File: config.mk
export PLATFORM = sky130hd
export DESIGN_NAME = motor_ramp_ctrl
export DESIGN_NICKNAME = d
export VERILOG_FILES = /design/src/rtl/motor_pkg.sv /design/src/rtl/motor_ramp_ctrl_step_timer.sv /design/src/rtl/motor_ramp_ctrl.sv
export SDC_FILE = /design/constraint.sdc
export NUM_CORES = 1
export LEC_CHECK = 0
export ABC_AREA = 1
export CELL_PAD_IN_SITES_DETAIL_PLACEMENT = 0
export CELL_PAD_IN_SITES_GLOBAL_PLACEMENT = 1
export CORE_MARGIN = 5
export CORE_UTILIZATION = 41
export DETAILED_ROUTE_END_ITERATION = 8
export GPL_TIMING_DRIVEN = 0
export PLACE_DENSITY = 0.89
export SYNTH_ARGS = -nofsm -noshare
export SYNTH_HDL_FRONTEND = slang
export SYNTH_SLANG_ARGS = --single-unit
File: constraint.sdc
create_clock -name clk -period 2.1 [get_ports clk]
set_input_delay 0.63 -clock clk [delete_from_list [all_inputs] [get_ports clk]]
set_output_delay 0.63 -clock clk [all_outputs]
set_load 0.01 [all_outputs]
File: src/rtl/motor_pkg.sv
// Shared types and the psw encoding for the motor ramp sequencer.
package motor_pkg;

   typedef enum logic [1:0] {
      OFF = 2'd0,
      L25 = 2'd1,
      L50 = 2'd2,
      L75 = 2'd3
   } level_t;

   typedef enum logic [2:0] {
      IDLE      = 3'd0,
      RAMP_UP   = 3'd1,
      RAMP_DOWN = 3'd2,
      DWELL     = 3'd3,
      HOLD      = 3'd4
   } state_t;

   localparam logic [2:0] PSW_OFF = 3'b000;

   // Level 0 is always 000. Forward codes are 001..011.
   // Reverse codes are 100..110. Code 111 is never produced.
   function automatic logic [2:0] psw_encode(input level_t lv, input logic dir);
      logic [2:0] code;
      if (lv == OFF)
         code = PSW_OFF;
      else if (!dir)
         code = {1'b0, lv};
      else
         code = 3'b011 + {1'b0, lv};
      return code;
   endfunction

endpackage

File: src/rtl/motor_ramp_ctrl_step_timer.sv
// Loadable down-counter shared by the step and dwell phases.
// The counter stops at zero and never wraps.
module step_timer #(
   parameter int CNT_W = 16
) (
   input  logic             clk,
   input  logic             rst,
   input  logic             load,
   input  logic [CNT_W-1:0] load_val,
   input  logic             dec,
   output logic             zero
);

   logic [CNT_W-1:0] cnt;

   // A load takes priority over a decrement. The count holds once it reaches zero.
   always_ff @(posedge clk) begin
      if (rst)
         cnt <= '0;
      else if (load)
         cnt <= load_val;
      else if (dec && (cnt != '0))
         cnt <= cnt - 1'b1;
   end

   assign zero = (cnt == '0);

endmodule

File: src/rtl/motor_ramp_ctrl.sv
// Speed/direction ramp sequencer that drives the psw select input of dc_motor.
// Command handshake: a command transfers on a rising edge where cmd_valid && cmd_ready.
// cmd_ready is registered. It is high only in IDLE or HOLD. An active estop overrides
// any command presented on the same edge, so that command is dropped.
module motor_ramp_ctrl
   import motor_pkg::*;
#(
   parameter int STEP_CYCLES  = 1000,
   parameter int DWELL_CYCLES = 5000,
   parameter int CNT_W        = 16
) (
   input  logic       clk,
   input  logic       rst,
   input  logic       estop,
   input  logic       cmd_valid,
   output logic       cmd_ready,
   input  logic [1:0] cmd_level,
   input  logic       cmd_dir,
   output logic [2:0] psw,
   output logic [1:0] level_cur,
   output logic       dir_cur,
   output logic       at_target,
   output logic [2:0] state_dbg
);

   localparam logic [CNT_W-1:0] STEP_V  = CNT_W'(STEP_CYCLES - 1);
   localparam logic [CNT_W-1:0] DWELL_V = CNT_W'(DWELL_CYCLES - 1);

   state_t           state_q, state_n;
   level_t           level_q, level_n, tl_q, tl_n;
   logic             dir_q, dir_n, td_q, td_n;
   logic             ready_q, at_q;
   logic [2:0]       psw_q;
   logic             tmr_load, tmr_dec, tmr_zero;
   logic [CNT_W-1:0] tmr_val;
   logic             accept;
   level_t           cmd_lv;

   assign accept = cmd_valid && ready_q;
   assign cmd_lv = level_t'(cmd_level);

   step_timer #(.CNT_W(CNT_W)) u_timer (
      .clk      (clk),
      .rst      (rst),
      .load     (tmr_load),
      .load_val (tmr_val),
      .dec      (tmr_dec),
      .zero     (tmr_zero)
   );

   // Next-state logic and timer control. estop overrides every other input.
   always_comb begin
      state_n  = state_q;
      level_n  = level_q;
      dir_n    = dir_q;
      tl_n     = tl_q;
      td_n     = td_q;
      tmr_load = 1'b0;
      tmr_val  = STEP_V;
      tmr_dec  = 1'b0;
      if (estop) begin
         state_n  = DWELL;
         level_n  = OFF;
         tl_n     = OFF;
         td_n     = 1'b0;
         tmr_load = 1'b1;
         tmr_val  = DWELL_V;
      end else begin
         case (state_q)
            IDLE: begin
               if (accept) begin
                  tl_n = cmd_lv;
                  td_n = cmd_dir;
                  if (cmd_lv != OFF) begin
                     state_n  = RAMP_UP;
                     dir_n    = cmd_dir;
                     tmr_load = 1'b1;
                  end
               end
            end
            HOLD: begin
               if (accept) begin
                  tl_n = cmd_lv;
                  td_n = cmd_dir;
                  // A reversal always ramps through zero first.
                  if ((cmd_lv < level_q) || ((cmd_dir != dir_q) && (level_q != OFF))) begin
                     state_n  = RAMP_DOWN;
                     tmr_load = 1'b1;
                  end else if (cmd_lv > level_q) begin
                     state_n  = RAMP_UP;
                     tmr_load = 1'b1;
                  end
               end
            end
            RAMP_UP: begin
               tmr_dec = 1'b1;
               if (tmr_zero) begin
                  level_n = level_t'(level_q + 2'd1);
                  if (level_n == tl_q)
                     state_n = HOLD;
                  else
                     tmr_load = 1'b1;
               end
            end
            RAMP_DOWN: begin
               tmr_dec = 1'b1;
               if (tmr_zero) begin
                  level_n = level_t'(level_q - 2'd1);
                  if (level_n == OFF) begin
                     state_n  = DWELL;
                     tmr_load = 1'b1;
                     tmr_val  = DWELL_V;
                  end else if ((level_n == tl_q) && (td_q == dir_q)) begin
                     state_n = HOLD;
                  end else begin
                     tmr_load = 1'b1;
                  end
               end
            end
            DWELL: begin
               tmr_dec = 1'b1;
               if (tmr_zero) begin
                  if (tl_q == OFF) begin
                     state_n = IDLE;
                  end else begin
                     state_n  = RAMP_UP;
                     dir_n    = td_q;
                     tmr_load = 1'b1;
                  end
               end
            end
            default: begin
               state_n = IDLE;
               level_n = OFF;
            end
         endcase
      end
   end

   // State register. All outputs are registered from next-state values.
   always_ff @(posedge clk) begin
      if (rst) begin
         state_q <= IDLE;
         level_q <= OFF;
         dir_q   <= 1'b0;
         tl_q    <= OFF;
         td_q    <= 1'b0;
         psw_q   <= PSW_OFF;
         ready_q <= 1'b1;
         at_q    <= 1'b1;
      end else begin
         state_q <= state_n;
         level_q <= level_n;
         dir_q   <= dir_n;
         tl_q    <= tl_n;
         td_q    <= td_n;
         psw_q   <= psw_encode(level_n, dir_n);
         ready_q <= (state_n == IDLE) || (state_n == HOLD);
         at_q    <= (level_n == tl_n) && ((dir_n == td_n) || (level_n == OFF));
      end
   end

   assign psw       = psw_q;
   assign level_cur = level_q;
   assign dir_cur   = dir_q;
   assign at_target = at_q;
   assign cmd_ready = ready_q;
   assign state_dbg = state_q;

endmodule
==> metrics.csv <==
metric,value,unit
yosys-top-cells-count,"nand2_1, inv_1, nor2_1",
drc,0,
insertion_delay,0.29,ns
tightest_slew,0.5660,ns
max_stage_delay,0.29,ns
cts_htree_levels,2,
numCtsBuffers,5,
multi_input_area,1335,um2
gp_congestion,0.9040,
vdd_drop_max,0.0003105,V
synth_area_per_cell,6.578,um2
hold_viol_final,0,
grt_pass1_wl,8.756,mm
track_usage,17.39,%
finalNonFillerCells,411,
status,completed,
slew_viol_final,0,
synthCells,315,
synth_cell_types,40,
drtIter0Drc,95,
path_cells,"dlygate4sd2_1, ha_1, inv_1, o21bai_1, nand3_1, o211ai_4, nand3_4, a21oi_1, a21oi_1",
rsz0062_at_grt,true,
tritoncts,yes,
antenna_found_initial,0,
clk_pin_slew,0.07,ns
period_share,95.20,%
synth_edf_count,0,
wl_per_cell,12.63,um
holdWs,0.5053,ns
core_region_area,4817,um2
numPortBuffers,16,
skew,0.006292,ns
die_h,81.09,um
n_antenna_cell,0,
required,2.25,ns
fmax,500.2,MHz
dp_cells,398,
async_reset_ff_share,0,%
hold_path_class,reg -> reg,
fin_util,52.88,%
powerDensity,614.6,nW/um2
synth_area_leaders,"dfxtp_1, nand2_1, inv_1",
fillCellCount,521,
cts_buffer_depth,2,
crit_type,in -> reg,
gr-usage-met3,4.324,%
use_met2,27.42,%
r2r_slack,0.10,ns
maxCapViolations,0,
synthFlopType,dfxtp_1,
area_delta_synth_final,22.95,%
cts_root_buf,clkbuf_8,
drtPass1Iterations,4,
path_common_cell,a21oi_1,
viasPerCell,4.783,
grtUsageMet1,23.14,%
slew_headroom,62.26,%
start_util,43.01,%
io_pins,18,
vias,1966,
clock-sinks,30,
arrival,2.15,ns
drive_above_1_share,18.60,%
top_usage_layer,met2,
grt_max_degree,11,
synth_area_leader_cell,dfxtp_1,
synth.ff_latch_count,30,
grt_overflow,0,
fin_nets,357,
wl,5.190,mm
cp-start-kind,primary input,
num_rows,25,
slowest_stage,ha_1,
dieArea,6576,um2
synth_top_area_share,28.99,%
p_leak,1.146,nW
finalCriticalPeriod,1.999,ns
grt_pass1_vias,1858,
hpwl,3.903,mm
path_max_fanout,5,
regArea,605.6,um2
drt.antenna.violating_nets,0,
synth_fp_nets,329,
hold_buffers,0,
ys_seq_area_share,28.99,%
yosysMostFrequentCell,nand2_1,
critPathCaptureType,flop,
die_w,81.09,um
yosys_warnings,0,
syn-cell-area,2072,um2
setup_viol,0,
layer usage:
layer | up-vias | share of wire [%] | wire (um)
met5 | - | 0 | 0
met2 | 33 | 46 | 2385
met1 | 876 | 48 | 2489
met3 | 8 | 4.8 | 250
li1 | 1049 | - | -
met4 | 0 | 1.2 | 64
critical path, delay by kind of cell:
family / cells / cell delay (ns)
adders and majority gates: 1 / 0.29
and+or+nand+nor: 2 / 0.35
buffers and inverters: 2 / 0.30
AOI/OAI and AO/OA: 4 / 0.58
cell families after synthesis:
| kind of cell | after synthesis | share of synthesized area, % |
|---|---|---|
| AOI/OAI and AO/OA | 37 | 10.51 |
| xor gates and xnor gates | 11 | 4.650 |
| adders and majority gates | 7 | 4.227 |
| buffers and inverters | 57 | 10.87 |
| DFF | 30 | 28.99 |
| and+or+nand+nor | 173 | 40.76 |
metrics by stage:
stage                     setup TNS (ns)  instance area [um2]  power (mW)  setup WS (ns)
after CTS                              0                 2482       1.553       0.003297
after global placement            -9.262                 2316       1.033        -0.4893
after detailed placement          -9.760                 2316       1.034        -0.5111
after global routing            -0.07431                 2547       1.660       -0.03391
final                                  0                 2547       1.566         0.1008
after floorplan                        0                 2072      0.9322         0.2030
cells in the final DEF (no fill, tap or decap), types with 4 or more instances in the layout:
cell              n
a21oi_1          12
o21ai_1           4
clkdlybuf4s50_1  13
dfxtp_1          28
ha_1              4
nand3_1          21
clkbuf_8          6
xor2_1            8
nor3_1            6
o21ai_0           9
inv_2             6
nand2_1          60
nor2_2            8
nor2_1           45
inv_1            46
nand2_2           9
buf_4             4
area by class of cell:
cell class	instances	share of cell area, %
flip-flops and latches	30	23.77
well taps	67	3.291
inverters	54	8.301
repair buffers	21	7.760
multi-input cells	228	52.41
clock inverters	2	0.4912
clock buffers	6	3.242
plain buffers	3	0.7367
worst paths after layout:
| path | from | end | cells past startpoint |
|---|---|---|---|
| min reg2reg | u_timer.cnt[0]$_SDFFE_PP0P_ | u_timer.cnt[0]$_SDFFE_PP0P_ | 2 |
| max reg2reg | u_timer.cnt[1]$_SDFFE_PP0P_ | psw[2]$_SDFF_PP0_ | 9 |
| max | cmd_level[1] | u_timer.cnt[0]$_SDFFE_PP0P_ | 9 |
| min | u_timer.cnt[0]$_SDFFE_PP0P_ | u_timer.cnt[0]$_SDFFE_PP0P_ | 2 |
state kept, by name (all words and copies together) (netlist names):
name / cells
dir_cur: 1
tl_q: 2
psw: 3
at_target: 1
cmd_ready: 1
td_q: 1
u_timer.cnt: 16
level_cur: 2
state_dbg: 3
power by group:
part           internal, mW  total, mW  switching [mW]
clock network         0.263      0.507           0.244
logic                 0.157      0.422           0.265
registers             0.600      0.637          0.0361
total                  1.02       1.57           0.545
repair_timing:
| item | in CTS | in global routing |
|---|---|---|
| pin swaps | 6 | 6 |
| gates cloned | 0 | 0 |
| setup buffers | 4 | 1 |
| gates resized for setup | 11 | 16 |
| endpoints found under the hold margin | 0 | 0 |
| setup endpoints to repair | 19 | 21 |
Note: power is estimated with default switching activity, not from simulation.
